<file path="config.mk">
export PLATFORM = sky130hd
export DESIGN_NAME = fifo_rd_packer
export DESIGN_NICKNAME = d
export VERILOG_FILES = /design/src/rtl/fifo_rd_packer.sv
export SDC_FILE = /design/constraint.sdc
export NUM_CORES = 1
export LEC_CHECK = 0
export ABC_AREA = 1
export ABC_CLOCK_PERIOD_IN_PS = 1800
export CAP_MARGIN = 10
export CORE_MARGIN = 1
export CORE_UTILIZATION = 50
export CTS_CLUSTER_SIZE = 16
export DETAILED_ROUTE_END_ITERATION = 10
export PLACE_DENSITY = 0.74
export RECOVER_POWER = 50
export SYNTH_ARGS = -nofsm -noshare
export SYNTH_HDL_FRONTEND = slang
export SYNTH_SLANG_ARGS = --single-unit
export TNS_END_PERCENT = 20
</file>
<file path="constraint.sdc">
create_clock -name clk -period 1.8 [get_ports clk]
set_input_delay 0.18 -clock clk [delete_from_list [all_inputs] [get_ports clk]]
set_output_delay 0.18 -clock clk [all_outputs]
set_load 0.005 [all_outputs]
</file>
<file path="src/rtl/fifo_rd_packer.sv">
// Pops entries from a synchronous FIFO and packs PACK consecutive entries into one wide word
// on a valid/ready output; a flush pushes out a partially filled word with its lane count.
module fifo_rd_packer #(
  parameter int DATA_WIDTH = 8,
  parameter int PACK       = 4
) (
  input  logic                          clk,
  input  logic                          rst_n,
  input  logic                          empty,
  input  logic [DATA_WIDTH-1:0]         fifo_data,
  output logic                          rd_en,
  input  logic                          flush,
  output logic [PACK*DATA_WIDTH-1:0]    out_data,
  output logic [$clog2(PACK+1)-1:0]     out_cnt,
  output logic                          out_valid,
  input  logic                          out_ready
);

  localparam int LW = $clog2(PACK);
  localparam int CW = $clog2(PACK+1);
  localparam int AW = (PACK-1)*DATA_WIDTH;
  localparam logic [LW-1:0] LAST_LANE = LW'(PACK-1);

  logic [LW-1:0]              r_rd_lane;
  logic [LW-1:0]              r_cap_lane;
  logic                       r_inflight;
  logic                       r_flush_pend;
  logic [AW-1:0]              r_asm;
  logic [PACK*DATA_WIDTH-1:0] r_out_data;
  logic [CW-1:0]              r_out_cnt;
  logic                       r_out_valid;

  logic          w_room;
  logic          w_cap_last;
  logic          w_flush_act;
  logic          w_flush_load;
  logic [AW-1:0] w_partial;

  assign w_room     = !r_out_valid || out_ready;
  // The last lane is only read when its word is guaranteed a free output register on arrival.
  assign rd_en      = rst_n && !empty && !r_flush_pend && ((r_rd_lane != LAST_LANE) || w_room);
  assign w_cap_last = r_inflight && (r_cap_lane == LAST_LANE);

  // A flush is serviced on its own edge if nothing is in flight and no read is being issued.
  assign w_flush_act  = (flush || r_flush_pend) && !r_inflight && !rd_en;
  assign w_flush_load = w_flush_act && (r_cap_lane != '0) && w_room;

  always_comb begin
    w_partial = '0;
    for (int i = 0; i < PACK-1; i++) begin
      if (LW'(i) < r_cap_lane) begin
        w_partial[i*DATA_WIDTH +: DATA_WIDTH] = r_asm[i*DATA_WIDTH +: DATA_WIDTH];
      end
    end
  end

  always_ff @(posedge clk or negedge rst_n) begin
    if (!rst_n) begin
      r_rd_lane  <= '0;
      r_cap_lane <= '0;
      r_inflight <= 1'b0;
    end else begin
      r_inflight <= rd_en;
      if (w_flush_load) begin
        r_rd_lane  <= '0;
        r_cap_lane <= '0;
      end else begin
        if (rd_en) begin
          r_rd_lane <= (r_rd_lane == LAST_LANE) ? '0 : r_rd_lane + 1'b1;
        end
        if (r_inflight) begin
          r_cap_lane <= w_cap_last ? '0 : r_cap_lane + 1'b1;
        end
      end
    end
  end

  always_ff @(posedge clk or negedge rst_n) begin
    if (!rst_n) begin
      r_asm <= '0;
    end else if (r_inflight && !w_cap_last) begin
      for (int i = 0; i < PACK-1; i++) begin
        if (r_cap_lane == LW'(i)) begin
          r_asm[i*DATA_WIDTH +: DATA_WIDTH] <= fifo_data;
        end
      end
    end
  end

  always_ff @(posedge clk or negedge rst_n) begin
    if (!rst_n) begin
      r_out_data  <= '0;
      r_out_cnt   <= '0;
      r_out_valid <= 1'b0;
    end else if (w_cap_last) begin
      r_out_data  <= {fifo_data, r_asm};
      r_out_cnt   <= CW'(PACK);
      r_out_valid <= 1'b1;
    end else if (w_flush_load) begin
      r_out_data  <= {{DATA_WIDTH{1'b0}}, w_partial};
      r_out_cnt   <= CW'(r_cap_lane);
      r_out_valid <= 1'b1;
    end else if (r_out_valid && out_ready) begin
      r_out_valid <= 1'b0;
    end
  end

  always_ff @(posedge clk or negedge rst_n) begin
    if (!rst_n) begin
      r_flush_pend <= 1'b0;
    end else if (w_flush_act) begin
      r_flush_pend <= (r_cap_lane != '0) && !w_room;
    end else if (flush) begin
      r_flush_pend <= 1'b1;
    end
  end

  assign out_data  = r_out_data;
  assign out_cnt   = r_out_cnt;
  assign out_valid = r_out_valid;

endmodule

</file>
==> implementation parameters <==
Parameter                              Value

Run status
  Violations in the final reports ... capacitance limit, slew limit
  Outcome ... finished with violations

Drt
  Remaining DRCs ... 0
  Number of routed nets with antenna violations ... 0
  DR WL/cell ... between 10 and 15 um
  Detailed Routing Iterations Pass 1 ... 5
  Total Routed Length ... approximately 6000 um
  Total via count in the routed design ... approximately 2300
  DR iter-0 viols ... ~140
  Post-DR vias/cell ... slightly below 5

Worst setup path
  Worst path required time ... around 2000 ps
  Terminus of the critical flop-to-flop path ... out_cnt[0]$_DFFE_PN0P_
  Highest fanout seen on the critical path ... 25
  Start of the worst register-to-register path ... r_rd_lane[0]$_DFFE_PN0P_
  Worst reg-to-reg setup slack ... roughly 140 ps
  CP Data Arrival Time ... about 1900 ps
  Worst Setup End Kind ... flop
  R2R depth ... 8
  Start-to-end type of the worst setup path ... reg -> reg
  Crit start category ... flop

Synth
  Number of warnings issued by yosys ... 0
  Number of distinct library cells after synthesis ... 19
  Prevailing post-synth register cell ... sky130_fd_sc_hd__dfrtp_1
  Syn nets ... 360
  Most common cell in the synthesized netlist ... sky130_fd_sc_hd__nand2_1
  Most used standard cells in the synthesized netlist ... 116 x sky130_fd_sc_hd__nand2_1, 66 x sky130_fd_sc_hd__dfrtp_1, 42 x sky130_fd_sc_hd__inv_1
  Gate count after technology mapping ... roughly 340
  Proportion of synthesized chip area in sequential cells ... a little under three fifths
  Portion of synthesized cell area occupied by the leading cell type ... between 50% and 60%
  Number of enable flip-flop cells after synthesis ... 0
  Synth Cell Area ... 2920 sq um
  Share of flip-flops with an asynchronous set or reset after synthesis ... 100%
  Largest area contributor in the synthesized netlist ... sky130_fd_sc_hd__dfrtp_1
  Count of state elements after synthesis ... 66
  Synth area leaders ... sky130_fd_sc_hd__dfrtp_1 57%, sky130_fd_sc_hd__nand2_1 15%, sky130_fd_sc_hd__nand3_1 6.7%
  Syn_area_per_cell ... approximately 8.5 sq um

Worst hold path
  Hold wc startpoint ... rst_n
  Hold Crit Class ... in -> reg
  End point of the worst hold path ... r_inflight$_DFF_PN0_
  Worst Hold Depth ... 5

Finish
  Layout-stage area growth over the synthesis result ... 23.8%
  Number of diodes ... 0
  Final-stage net count ... ~410
  Fraction of layout instances using a drive strength above 1 ... between 8 and 9%
  Fin cells ... approximately 470
  Fill cell instance count of the final layout ... 510

GRT
  Global router's overall resource usage ... between 20% and 30%
  Global-route wire length before repair ... 10600 um
  Vias in the first global route ... around 2300
  Overflow after GRT ... 0
  Maximum number of pins on one net before global-route repair ... 67
  Initial antenna violation count ... 0

STA
  Layout Skew ... 4.93 ps
  Worst slew pin tran ... 1600 ps
  Final total negative setup slack ... 0 ps
  Peak clock frequency supported by timing ... around 0.6 GHz
  RSZ-0062 raised after global routing ... false
  Minimum clock period after layout ... about 1700 ps
  Worst slew margin relative to its limit ... -6.63%
  Max-slew violation count ... 67
  Count of final hold-check violations ... 0
  Final setup violation count ... 0
  Fraction of the cycle the final worst path needs ... between 90% and 100%

Floorplan
  Number of primary I/O pins ... 50
  Die boundary width ... 78.4 um
  Std-Cell Core Area ... between 5000 and 6000 sq um
  Die Y ... slightly below 80 um
  Die area ... between 6000 and 7000 sq um
  Number of cell rows ... 27
  Starting Density ... 52.3%

Placement
  Routability congestion estimate from global placement ... between 0.7 and 0.8
  Cell count after placement ... ~450
  Placed wire-length estimate after detailed placement ... ~4000 um
  PortBufs ... 49

Clock network
  CTS Buffer Depth ... 2
  Number of levels in the clock H-tree ... 3
  Clock sink total ... 66
  Clock latency of the later-clocked register in the worst-skew pair ... between 300 and 400 ps
  Clock Tree Root ... sky130_fd_sc_hd__clkbuf_8
  Cts-stage hold buffer count ... 0
  CTS tree ... built
  Clk pin slew, worst setup/hold paths ... around 70 ps
  CTS Buf Count ... 9

Power
  Overall power of the completed layout ... 5.38 mW
  Leakage power total ... approximately 2.0 nW
  Worst IR drop on VDD ... 0.994 mV
  Total power divided by cell area ... between 1000 and 1500 nW/um^2

Run
  Max Cap Violations ... 1
report_power, final:
part	total, mW	switching (mW)	internal [mW]	leakage (nW)
sequential	2.39	0.341	2.05	0.854
combinational	1.94	1.04	0.895	1.08
clock	1.05	0.521	0.532	0.0872
total	5.38	1.91	3.48	2.02
worst max-delay path by stage:
stage	endpoint	cells after the start	from	slack, ps
2_1_floorplan	out_data[10]$_DFFE_PN0P_	8	r_cap_lane[0]$_DFFE_PN0P_	380
3_3_place_gp	out_data[14]$_DFFE_PN0P_	6	r_cap_lane[1]$_DFFE_PN0P_	140
3_5_place_dp	out_data[15]$_DFFE_PN0P_	6	r_cap_lane[0]$_DFFE_PN0P_	120
4_1_cts	out_data[15]$_DFFE_PN0P_	6	r_cap_lane[0]$_DFFE_PN0P_	90
5_1_grt	out_cnt[0]$_DFFE_PN0P_	7	r_cap_lane[0]$_DFFE_PN0P_	10
6_report	out_cnt[0]$_DFFE_PN0P_	8	r_rd_lane[0]$_DFFE_PN0P_	140
flip-flops by register name, indices dropped and copies added, names as in the netlist:
name / cells
r_cap_lane: 2
r_rd_lane: 2
out_cnt: 3
r_inflight: 1
out_data: 32
r_flush_pend: 1
r_asm: 24
out_valid: 1
layer usage:
metal	vias to the layer above	wire, um	GRT usage [%]
li1	1157	-	-
met5	-	0	0
met4	0	166	13.1
met3	13	194	3.14
met2	54	2830	36.1
met1	1072	2800	29.9
through the flow:
stage / hold WS [ps] / util, % / instance area (sq um) / worst slack [ps]
6_report: 233 / 64.7 / 3610 / 144
5_1_grt: 258 / 64.7 / 3610 / 13.8
4_1_cts: 71.7 / 64.8 / 3610 / 93.4
3_5_place_dp: 432 / 61.6 / 3430 / 120
3_3_place_gp: 424 / 61.6 / 3430 / 138
2_1_floorplan: -116 / - / 2920 / 375
repair_timing:
action                     CTS  global route
cloned                       0             0
setup endpoints to repair    1            12
pin swaps                    1             0
setup buffers                2             0
resized for setup            3             1
critical path, cell delays in order, from the launching register on:
cell	delay, ps
sky130_fd_sc_hd__dfrtp_1	370
sky130_fd_sc_hd__ha_2	190
sky130_fd_sc_hd__nand3_1	80
sky130_fd_sc_hd__nand2_1	100
sky130_fd_sc_hd__clkbuf_1	240
sky130_fd_sc_hd__nand4_4	160
sky130_fd_sc_hd__buf_4	260
sky130_fd_sc_hd__nand3_1	110
sky130_fd_sc_hd__nand2_1	60
cell usage in the layout, fill, tap and decap left out, types with 4 or more instances in the layout:
| cell | netlist | layout |
|---|---|---|
| sky130_fd_sc_hd__buf_4 | 3 | 4 |
| sky130_fd_sc_hd__clkbuf_1 | 0 | 4 |
| sky130_fd_sc_hd__clkbuf_8 | 0 | 10 |
| sky130_fd_sc_hd__clkdlybuf4s50_1 | 0 | 31 |
| sky130_fd_sc_hd__dfrtp_1 | 66 | 66 |
| sky130_fd_sc_hd__dlygate4sd3_1 | 0 | 16 |
| sky130_fd_sc_hd__ha_1 | 5 | 4 |
| sky130_fd_sc_hd__inv_1 | 42 | 41 |
| sky130_fd_sc_hd__nand2_1 | 116 | 117 |
| sky130_fd_sc_hd__nand3_1 | 39 | 39 |
| sky130_fd_sc_hd__nor2_1 | 19 | 19 |
| sky130_fd_sc_hd__o21ai_0 | 21 | 21 |
| sky130_fd_sc_hd__o21ai_1 | 5 | 5 |
area by class of cell:
type	count	area, sq um	share of cell area [%]
Sequential cell	66	1650	45.8
Multi-Input combinational cell	217	1000	27.8
Timing Repair Buffer	56	534	14.8
Inverter	44	165	4.58
Clock buffer	13	149	4.13
Tap cell	72	90.1	2.50
Clock inverter	3	15.0	0.416
cells by family (layout without fill, tap and decap cells):
kind of cell	after synthesis	in the layout	synth area share, %
flops	66	66	56.7
fa+ha+maj	5	5	2.15
compound gates	28	28	4.81
simple gates	184	184	27.5
buf+inv	59	116	8.93
(Power assumes the default switching activity.)
